--- src/rtl/div_unit.sv ---
// Radix-2 restoring divider for MIPS32 DIV/DIVU: one quotient bit per cycle,
// signed operands handled as magnitudes with sign fix-up on the final edge.
module div_unit (
    input  logic        clk,
    input  logic        rst,
    input  logic        signed_div_i,
    input  logic [31:0] opdata1_i,
    input  logic [31:0] opdata2_i,
    input  logic        start_i,
    input  logic        annul_i,
    output logic [63:0] result_o,
    output logic        ready_o,
    output logic [1:0]  debug_state
);

    // Handshake: start_i is held high until the result has been consumed;
    // ready_o/result_o are valid together and stay valid while start_i is
    // high; dropping start_i returns the unit to FREE on the next edge.
    typedef enum logic [1:0] {
        FREE   = 2'd0,
        BYZERO = 2'd1,
        ON     = 2'd2,
        END    = 2'd3
    } state_t;

    state_t      state;
    state_t      state_next;
    logic [5:0]  cnt;
    logic [64:0] dividend;
    logic [31:0] divisor;
    logic        sign_q;
    logic        sign_r;

    logic [31:0] op1_mag;
    logic [31:0] op2_mag;
    logic [32:0] diff;
    logic [31:0] q_raw;
    logic [31:0] r_raw;
    logic [31:0] q_fix;
    logic [31:0] r_fix;
    logic        accept;

    assign debug_state = state;

    // 0x80000000 negates to itself, which is its correct unsigned magnitude.
    assign op1_mag = (signed_div_i && opdata1_i[31]) ? (~opdata1_i + 32'd1) : opdata1_i;
    assign op2_mag = (signed_div_i && opdata2_i[31]) ? (~opdata2_i + 32'd1) : opdata2_i;
    assign accept  = start_i && !annul_i;

    assign diff  = {1'b0, dividend[63:32]} - {1'b0, divisor};
    assign q_raw = dividend[31:0];
    assign r_raw = dividend[64:33];
    assign q_fix = sign_q ? (~q_raw + 32'd1) : q_raw;
    assign r_fix = sign_r ? (~r_raw + 32'd1) : r_raw;

    always_ff @(posedge clk) begin
        if (rst) begin
            state <= FREE;
        end else begin
            state <= state_next;
        end
    end

    always_comb begin
        state_next = state;
        case (state)
            FREE: begin
                if (accept) begin
                    state_next = (opdata2_i == 32'd0) ? BYZERO : ON;
                end
            end
            BYZERO: begin
                state_next = annul_i ? FREE : END;
            end
            ON: begin
                if (annul_i) begin
                    state_next = FREE;
                end else if (cnt == 6'd32) begin
                    state_next = END;
                end
            end
            END: begin
                if (!start_i) begin
                    state_next = FREE;
                end
            end
            default: state_next = FREE;
        endcase
    end

    always_ff @(posedge clk) begin
        if (rst) begin
            cnt      <= 6'd0;
            dividend <= 65'd0;
            divisor  <= 32'd0;
            sign_q   <= 1'b0;
            sign_r   <= 1'b0;
            result_o <= 64'd0;
            ready_o  <= 1'b0;
        end else begin
            ready_o <= (state_next == END);
            case (state)
                FREE: begin
                    result_o <= 64'd0;
                    if (accept && (opdata2_i != 32'd0)) begin
                        dividend <= {32'd0, op1_mag, 1'b0};
                        divisor  <= op2_mag;
                        sign_q   <= signed_div_i & (opdata1_i[31] ^ opdata2_i[31]);
                        sign_r   <= signed_div_i & opdata1_i[31];
                        cnt      <= 6'd0;
                    end
                end
                BYZERO: begin
                    result_o <= 64'd0;
                end
                ON: begin
                    if (annul_i) begin
                        cnt      <= 6'd0;
                        dividend <= 65'd0;
                        divisor  <= 32'd0;
                        sign_q   <= 1'b0;
                        sign_r   <= 1'b0;
                        result_o <= 64'd0;
                    end else if (cnt != 6'd32) begin
                        if (diff[32]) begin
                            dividend <= {dividend[63:0], 1'b0};
                        end else begin
                            dividend <= {diff[31:0], dividend[31:0], 1'b1};
                        end
                        cnt <= cnt + 6'd1;
                    end else begin
                        result_o <= {r_fix, q_fix};
                    end
                end
                END: begin
                    if (!start_i) begin
                        result_o <= 64'd0;
                    end
                end
                default: begin
                    result_o <= 64'd0;
                end
            endcase
        end
    end

endmodule
--- config.mk ---
export PLATFORM = sky130hd
export DESIGN_NAME = div_unit
export DESIGN_NICKNAME = d
export VERILOG_FILES = /design/src/rtl/div_unit.sv
export SDC_FILE = /design/constraint.sdc
export NUM_CORES = 1
export LEC_CHECK = 0
export ABC_CLOCK_PERIOD_IN_PS = 6400
export BUFFER_PORTS_ARGS = -buffer_cell sky130_fd_sc_hd__buf_4
export CAP_MARGIN = 25
export CORE_MARGIN = 8
export CORE_UTILIZATION = 64
export DETAILED_ROUTE_END_ITERATION = 7
export PLACE_DENSITY = 0.87
export SYNTH_ARGS = -nofsm -noshare
export SYNTH_HDL_FRONTEND = slang
export SYNTH_SLANG_ARGS = --single-unit
--- constraint.sdc ---
create_clock -name clk -period 6.4 [get_ports clk]
set_clock_uncertainty 0.15 [all_clocks]
set_input_delay 0.96 -clock clk [delete_from_list [all_inputs] [get_ports clk]]
set_output_delay 0.96 -clock clk [all_outputs]
set_load 0.02 [all_outputs]
==> After elaboration in Yosys (flattened, before gate mapping) <==
Index checks and enable logic that the tools add are counted.
{ "totals": {"reg_bits": 172, "wordCells": 77, "inputBits": 69} }
{ "classes": {"eq_ne": 11, "n_bitwise": 7, "mux": 32, "reduce_logical": 13, "n_addsub": 6} }
{ "ops": {"columns": ["cell", "n"], "rows": [
  ["two-way mux 65 bit", 4],
  ["two-way mux 32 bit", 6],
  ["two-way mux 64 bit", 3],
  ["one-hot mux 64 bit (3 select lines)", 1],
  ["one-hot mux 65 bit (2 select lines)", 1],
  ["adder 32 x 1 -> 32 bit, second input constant", 4],
  ["inverter 32 bit", 4],
  ["one-hot mux 32 bit (2 select lines)", 1],
  ["subtractor 32 x 32 -> 33 bit", 1],
  ["zero test 32 bit", 1],
  ["nonzero test 32 bit", 1],
  ["two-way mux 6 bit", 3],
  ["two-way mux 2 bit", 6],
  ["one-hot mux 6 bit (2 select lines)", 1],
  ["one-hot mux 2 bit (4 select lines)", 1],
  ["adder 6 x 1 -> 6 bit, second input constant", 1],
  ["== test 2 bit, second input constant", 3],
  ["== test 6 bit, second input constant", 1],
  ["inequality test 2 bit, second input constant", 3],
  ["inequality test 3 bit, second input constant", 2],
  ["inequality test 6 bit, second input constant", 1],
  ["AND reduction 3 bit", 2],
  ["logical AND 1 bit", 4],
  ["one-hot mux 1 bit (2 select lines)", 2],
  ["other kinds (9)", 12]
]} }

==> Logic depth before layout (Yosys ltp) <==
Gate-level depths: netlist of run 1.
{ "logic_depth": {"depth_word": 6, "mapped_depth": 12} }

==> Worst setup path after synthesis of run 1 <==
No wires, ideal clock.
{ "synth_timing": {"path_kind": "input port to flip-flop", "start": "input opdata2_i[21]", "end": "register divisor[25]", "path_slack_ns": 2.904, "arrival_time_ns": 3.270, "cell_stages": 9, "required_ns": 6.174, "path_cell_list": "or4_1 > nor3_2 > nand4_1 > o31ai_2 > nand2_1 > or2_2 > clkbuf_1 > buf_2 > o22ai_1"} }
{ "synth_via": {"elab_chain_cells": 5} }
{ "synth_lines": {"columns": ["element", "line", "text"], "rows": [
  ["start: declaration", "8", "input logic [31:0] opdata2_i,"],
  ["inverter 32 bit", "47", "assign op2_mag = (signed_div_i && opdata2_i[31]) ? (~opdata2_i + 32'd1) : opdata2_i;"],
  ["adder 32 x 1 -> 32 bit", "47", null],
  ["two-way mux 32 bit", "47", null],
  ["two-way mux 32 bit", "105", "if (accept && (opdata2_i != 32'd0)) begin"],
  ["one-hot mux 32 bit (2 select lines)", "102", "case (state)"],
  ["end signal: assignment", "107", "divisor <= op2_mag;"],
  ["end: declaration", "30", "logic [31:0] divisor;"]
]} }
Several ways; a longest one is shown, not always the timed one. The select of a mux whose other input is x is not followed.
A chain may end at the register's enable or synchronous reset.

==> Worst setup path in the final report of run 1 <==
{ "layout_timing": {"start": "input opdata2_i[4]", "end": "register dividend[24]"} }
{ "layout_via": {"elab_chain_cells": 4} }
{ "layout_lines": {"columns": ["element", "line", "text"], "rows": [
  ["nonzero test 32 bit", "105", null],
  ["logical AND 1 bit", "105", null],
  ["inequality test 2 bit (no line)", null, null],
  ["AND reduction 3 bit (no line)", null, null],
  ["end signal: assignment", "106", "dividend <= {32'd0, op1_mag, 1'b0};"],
  ["end signal: assignment", "126", "dividend <= {dividend[63:0], 1'b0};"],
  ["end signal: assignment", "128", "dividend <= {diff[31:0], dividend[31:0], 1'b1};"],
  ["end: declaration", "29", "logic [64:0] dividend;"]
]} }
No other way between the ends.

==> metrics.md, run 1 <==
| Metric | Value |
|---|---|
| Clk sinks | `172` |
| Mapped Area | `10700 sq um` |
| Post-DP HPWL | `22.0 mm` |
| CTS Buffer Depth | `2` |
| Slew HR | `a little over a quarter` |
| Largest net degree at the start of global routing | `between 70 and 80` |
| FP Rows | `47` |
| Final setup fails | `0` |
| Max capacitance violation total | `0` |
| CTS H-tree depth | `4` |
| # Post-CTS Setup Buffers | `0` |
| Synth Area in Adders | `under 10%` |
| Antenna Nets Post-Route | `0` |
| Worst min path class | `reg -> reg` |
| Core area | `16500 sq um` |
| Setup crit end kind | `flop` |
| Final core occ | `between 70% and 80%` |
| Initial Utilization | `about two thirds` |
| Initial antenna violation count | `0` |
| Synth top area share | `32.2%` |
| Cell mode on critical path | `buf_4` |
| Outcome | `finished clean` |
| Seq/Total Area, Yosys | `roughly a third` |
| Final worst slack | `2.22 ns` |
| Slowest-stage cell, CP | `o21a_1` |
| Vias in the first global route | `~9400` |
| Commonest non-fill, non-tap cells in the layout | `dfxtp_1, buf_4, nor2_1` |
| Register Area | `3440 sq um` |
| Syn Nets | `1410` |
| Die height | `145 microns` |
| CP top delay family | `compound AO/OA/AOI/OAI gates` |
| Hold-fix buffers, CTS | `0` |
| CP Cell Sequence | `buf_4, or3_1, nor3b_1, nand3_1, o31ai_2, o21a_1, buf_4, a311oi_1, a21oi_1, nor2_1` |
| Async SR Flop Fraction | `0%` |
| Top area cells in the synthesized netlist | `dfxtp_1, xnor2_1, ha_1` |
| Min Clock Period, post-route | `~4.2 ns` |
| Worst slew pin tran | `1.10 ns` |
| Area of the multi-input gates | `6720 sq um` |
| N_diodes | `0` |
| Worst EP arrival | `~4.3 ns` |
| CTS root buf | `clkbuf_16` |
| Mux cell area share after synthesis | `between 2 and 2.5%` |
| # fillers | `1251` |
| DR vias/cell | `6.35` |
| Dpl cells | `1591` |
| Critical Path Source Type | `primary input` |
| Commonest non-fill, non-tap cell in the layout | `dfxtp_1` |
| CTS Buf Count | `17` |
| Avg Cell Area, Syn | `8.22 sq um` |
| Power Density | `233 nW/um^2` |
| Area delta synth->final | `15.2%` |
| WP data required | `roughly 6.5 ns` |
| Global-route wire length before repair | `48.4 mm` |
| Fraction of layout cells with a size suffix above 1 | `between 10% and 20%` |
| Critical path peak fanout | `30` |
| Cell variety after synth | `66` |
| Final nets | `1499` |
| Seq cells post-synth | `172` |
| CP bufs+invs | `2` |
| Max IR drop VDD | `0.188 mV` |
| Static leakage | `4.94 nW` |
| Dominant combinational cell family by area after synthesis | `compound AO/OA/AOI/OAI gates` |
| DR vias | `10312` |
| Reg clk slew, reported paths | `0.07 ns` |
| DIE AREA | `21100 sq um` |
| Post-CTS Resized | `0` |
| Ports | `136` |
| 1st-pass router iterations | `5` |
| F_max | `239 MHz` |
| Cell Count, Final, Fillers Out | `about 1600` |
| GRT Resource Usage Total | `between 20 and 30%` |
| Clk_lat worst skew | `0.43 ns` |
| Final wirelength | `29.4 mm` |
| Number of synthesized flops with an enable pin | `0` |
| Hold WS | `between 0.3 and 0.4 ns` |
| Synth Area in Simple Gates | `17.7%` |
| GP Congestion | `0.920` |
| DR DRC count | `0` |
| Synth Warn # | `0` |
| Gate Count Post-Synth | `1301` |
| Complex-gate fraction of the synthesized area | `approximately a quarter` |
| Buffers on Ports | `135` |
| CP max stage delay | `around 0.89 ns` |
| Setup TNS Final | `0 ns` |
| Fin. max-slew vios | `0` |
| GR Overflow Total | `0` |
| Dpl ws | `1.85 ns` |
| Critical path class | `in -> reg` |
| RSZ-0062 raised after global routing | `false` |
| Hold Violations, Final | `0` |
| Drt wl/cell | `18.1 microns` |
| Post-synthesis xor/xnor area fraction | `about 12%` |
| Period utilisation layout | `65.3%` |
| Reg2reg setup slack | `2.46 ns` |
| Area leader, netlist | `dfxtp_1` |
| CTS tree | `yes` |
| Initial drt markers | `~1100` |
| Die X | `between 100 and 150 microns` |
| Main synth FF type | `dfxtp_1` |
==> tightest hold or removal path: cells and delay by family, from the launching register on <==
family / cells / cell delay [ns]
and+or+nand+nor: 1 / 0.05
AOI/OAI and AO/OA: 1 / 0.05
DFF: 1 / 0.31
==> path summary, 6_finish.rpt <==
kind | from | endpoint | depth (start not counted)
max | opdata2_i[4] | dividend[24]$_SDFFE_PP0P_ | 10
min | result_o[36]$_SDFFE_PP0P_ | result_o[36]$_SDFFE_PP0P_ | 2
max reg2reg | dividend[32]$_SDFFE_PP0P_ | dividend[39]$_SDFFE_PP0P_ | 12
min reg2reg | result_o[36]$_SDFFE_PP0P_ | result_o[36]$_SDFFE_PP0P_ | 2
==> power breakdown <==
part           switching, mW  internal [mW]  total (mW)
combinational          0.369          0.273       0.643
clock                  0.451          0.622        1.07
sequential            0.0530           1.10        1.16
total                  0.873           2.00        2.87
==> state kept, by name (all words and copies together), names as in the netlist <==
| signal | count |
|---|---|
| sign_r | 1 |
| ready_o | 1 |
| debug_state | 2 |
| result_o | 64 |
| dividend | 65 |
| sign_q | 1 |
| divisor | 32 |
| cnt | 6 |
==> cells by family after synthesis <==
logic type               after synthesis
buffers and inverters                125
AO/OA/AOI/OAI                        404
multiplexers                          22
adder cells (fa/ha/maj)               40
flip-flops                           172
AND/OR/NAND/NOR                      389
XOR/XNOR                             149
==> Yosys cell counts, types with 14 or more instances <==
library cell	n
o21ai_0	79
nand3_1	25
nor3_1	43
or4_1	14
clkbuf_1	62
a221oi_1	25
xor2_1	45
a22o_1	37
nor2_1	118
nand2b_1	17
a22oi_1	27
nand2_1	102
mux2i_1	22
o22ai_1	30
xnor2_1	104
o31ai_1	27
ha_1	39
o41ai_1	19
dfxtp_1	172
a21oi_1	71
inv_1	50
==> metal layers <==
metal / GRT usage [%] / routed length (microns)
met5: 0 / 0
met4: 6.61 / 316
met3: 6.06 / 2620
met2: 38.6 / 12400
met1: 39.9 / 14100
==> final cells by class <==
class / instances / share of cell area [%]
inverters: 50 / 1.52
clock buffers: 18 / 3.48
flip-flops and latches: 172 / 27.9
multi-input cells: 1004 / 54.5
well taps: 220 / 2.23
clock inverters: 14 / 1.47
repair buffers: 145 / 8.84
==> per-stage QoR <==
stage / total power, mW / cell area [sq um]
3_5_place_dp: 1.80 / 11700
3_3_place_gp: 1.79 / 11700
6_report: 2.87 / 12300
4_1_cts: 2.86 / 12300
5_1_grt: 3.00 / 12300
2_1_floorplan: 1.64 / 10700
No activity file was read; power rests on OpenSTA's default activity.
==> run 2, diff against run 1 <==
==> config.mk (replaced) <==
export PLATFORM = sky130hd
export DESIGN_NAME = div_unit
export DESIGN_NICKNAME = d
export VERILOG_FILES = /design/src/rtl/div_unit.sv
export SDC_FILE = /design/constraint.sdc
export NUM_CORES = 1
export LEC_CHECK = 0
export ABC_CLOCK_PERIOD_IN_PS = 4100
export BUFFER_PORTS_ARGS = -buffer_cell sky130_fd_sc_hd__buf_4
export CAP_MARGIN = 25
export CORE_MARGIN = 8
export CORE_UTILIZATION = 59
export DETAILED_ROUTE_END_ITERATION = 7
export PLACE_DENSITY = 0.81
export SYNTH_ARGS = -nofsm -noshare
export SYNTH_HDL_FRONTEND = slang
export SYNTH_SLANG_ARGS = --single-unit
==> constraint.sdc (replaced) <==
create_clock -name clk -period 4.1 [get_ports clk]
set_clock_uncertainty 0.15 [all_clocks]
set_input_delay 0.615 -clock clk [delete_from_list [all_inputs] [get_ports clk]]
set_output_delay 0.615 -clock clk [all_outputs]
set_load 0.02 [all_outputs]
==> run 2 against run 1 <==
Die area is 7.5% higher; hold slack worse by 0.0023 ns; critical path depth unchanged; register-to-register slack worse by 1.8 ns; first-iteration DRC count is 14% lower; largest power group unchanged; global-route usage decreased by 0.97 points; combinational power rose by 60%; final cell count increased by 0.92%; core utilization down 5.4 points; flip-flop and latch count stayed put.
==> metrics.md, run 2 (synthesis results as in run 1) <==
| Metric | Value |
|---|---|
| Final setup fails | `0 (unchanged)` |
| Hold-fix buffers, CTS | `0 (unchanged)` |
| Drt wl/cell | `18.2 microns (+0.53%)` |
| Critical path peak fanout | `13 (-57%)` |
| Hold Violations, Final | `0 (unchanged)` |
| Clk_lat worst skew | `0.43 ns (about the same)` |
| Clk sinks | `172 (unchanged)` |
| Max capacitance violation total | `0 (unchanged)` |
| CTS root buf | `clkbuf_16` |
| Outcome | `finished clean` |
| Min Clock Period, post-route | `between 3 and 4 ns` |
| Setup crit end kind | `flop` |
| Slew HR | `33.0% (+6.3 points)` |
| Critical path class | `reg -> reg` |
| # Post-CTS Setup Buffers | `0 (unchanged)` |
| Initial drt markers | `952 (-14%)` |
| Post-CTS Resized | `0 (unchanged)` |
| Worst EP arrival | `3.71 ns (-0.61 ns)` |
| DIE AREA | `22700 sq um (+7.5%)` |
| Final nets | `1505 (+0.40%)` |
| GP Congestion | `0.909 (-1.2%)` |
| Switching part of the total power | `30.7% (+0.30 points)` |
| Top reg by flops | `dividend` |
| Core area | `17900 sq um (+8.7%)` |
| Commonest non-fill, non-tap cells in the layout | `dfxtp_1, buf_4, nor2_1` |
| Tot Pwr | `4.53 mW (+58%)` |
| Net switching power | `1.39 mW (+59%)` |
| WL met2 | `12.4 mm (+0.17%)` |
| Worst slew pin tran | `1.00 ns (-0.0951 ns)` |
| Setup TNS Final | `0 ns (unchanged)` |
| Area of the multi-input gates | `6720 sq um (unchanged)` |
| Critical Path Source Type | `flop` |
| Registers with the most flip-flops | `dividend (65), result_o (64), divisor (32)` |
| DR WL met3 | `2.89 mm (+10%)` |
| Largest net degree at the start of global routing | `50 (-37%)` |
| Die X | `151 microns (+3.7%)` |
| Post-DP HPWL | `22.2 mm (+1.2%)` |
| WP data required | `4.32 ns (-2.22 ns)` |
| CTS Buffer Depth | `2 (unchanged)` |
| Register Area | `3440 sq um (unchanged)` |
| Worst min path class | `reg -> reg` |
| FP Rows | `49 (+4.3%)` |
| Commonest non-fill, non-tap cell in the layout | `dfxtp_1` |
| Power Density | `364 nW/um^2 (+56%)` |
| Fin. max-slew vios | `0 (unchanged)` |
| Gate power share | `22.8% (+0.4 points)` |
| GR Overflow Total | `0 (unchanged)` |
| Buffers on Ports | `135 (unchanged)` |
| CTS Buf Count | `17 (unchanged)` |
| Met1 WL | `14.1 mm (+0.28%)` |
| Area delta synth->final | `16.3%` |
| # fillers | `1467 (+17%)` |
| N_diodes | `0 (unchanged)` |
| Reg clk slew, reported paths | `0.07 ns (about the same)` |
| Initial antenna violation count | `0 (unchanged)` |
| Antenna Nets Post-Route | `0 (unchanged)` |
| Vias in the first global route | `9096 (-3.3%)` |
| DR DRC count | `0 (unchanged)` |
| RSZ-0062 raised after global routing | `false` |
| Cell Int Power | `3.14 mW (+57%)` |
| Max layer used | `met4` |
| Ports | `136 (unchanged)` |
| Fraction of layout cells with a size suffix above 1 | `14.5% (+0.37 points)` |
| GRT Resource Usage Total | `26.0% (-0.97 points)` |
| F_max | `287 MHz` |
| Period utilisation layout | `85.1%` |
| Max IR drop VDD | `0.317 mV (+69%)` |
| CTS H-tree depth | `4 (unchanged)` |
| Clock power frac | `37.5% (about the same)` |
| Die height | `151 microns (+3.7%)` |
| Static leakage | `4.98 nW (+0.94%)` |
| Max reg flops | `65 (unchanged)` |
| 1st-pass router iterations | `6 (+1)` |
| Sequential share of power | `39.7% (-0.6 points)` |
| CTS tree | `yes` |
| DR vias | `10195 (-1.1%)` |
| Global-route wire length before repair | `47.9 mm (-0.88%)` |
| Initial Utilization | `59.7% (-5.2 points)` |
| Final wirelength | `29.8 mm (+1.5%)` |
| DR vias/cell | `6.22 (-2.0%)` |
run 2: cell types whose count changed in the layout (fill, tap and decap cells not counted), sizes merged:
cell,delta
buf,+6
run 2: power by group through the flow:
stage / logic (mW) / clock network [mW] / registers [mW]
2_1_floorplan: 0.760 / 0 / 1.80
3_3_place_gp: 0.984 / 0 / 1.83
3_5_place_dp: 1.00 / 0 / 1.83
4_1_cts: 1.01 / 1.71 / 1.80
5_1_grt: 1.13 / 1.79 / 1.80
6_report: 1.03 / 1.70 / 1.80
run 2: worst paths after layout:
check / slack [ns] / from / cells after the start / to
worst max-delay path: 0.61 / dividend[33]$_SDFFE_PP0P_ / 10 / dividend[64]$_SDFFE_PP0P_
worst max register to register: 0.61 / dividend[33]$_SDFFE_PP0P_ / 10 / dividend[64]$_SDFFE_PP0P_
worst min-delay path: 0.31 / result_o[34]$_SDFFE_PP0P_ / 2 / result_o[34]$_SDFFE_PP0P_
worst min register to register: 0.31 / result_o[34]$_SDFFE_PP0P_ / 2 / result_o[34]$_SDFFE_PP0P_
run 2: final cells by class:
| class | count | share of cell area [%] |
|---|---|---|
| multi-input combinational | 1004 | 54.0 |
| sequential | 172 | 27.7 |
| timing repair buffer | 151 | 9.54 |
| clock buffer | 18 | 3.45 |
| tap | 229 | 2.30 |
| inverter | 50 | 1.51 |
| clock inverter | 14 | 1.48 |
run 2: per-stage QoR:
stage | util (%) | cells | setup slack (ns) | area (sq um) | hold slack (ns)
5_1_grt | 69.4 | 1638 | 0.428 | 12400 | 0.333
4_1_cts | 69.1 | 1636 | 0.666 | 12400 | 0.309
2_1_floorplan | - | 1301 | 0.743 | 10700 | 0.289
6_report | 69.4 | 1638 | 0.613 | 12400 | 0.311
3_5_place_dp | 65.7 | 1604 | 0.482 | 11800 | 0.301
3_3_place_gp | 65.7 | 1604 | 0.609 | 11800 | 0.293
run 2: routing by layer:
| layer | GRT usage [%] | vias up |
|---|---|---|
| li1 | - | 4982 |
| met1 | 38.9 | 4755 |
| met2 | 36.1 | 430 |
| met3 | 6.07 | 28 |
| met4 | 7.32 | 0 |
| met5 | 0 | - |
run 2: critical path, stage by stage, from the launching register on:
cell and delay, ns:
dfxtp_1 0.45, inv_1 0.14, fa_1 0.48, nand2b_1 0.19
a21oi_1 0.30, o211a_1 0.26, o2111a_1 0.26, o2111ai_1 0.32
and2_1 0.39, or3_1 0.41, nand3_1 0.09
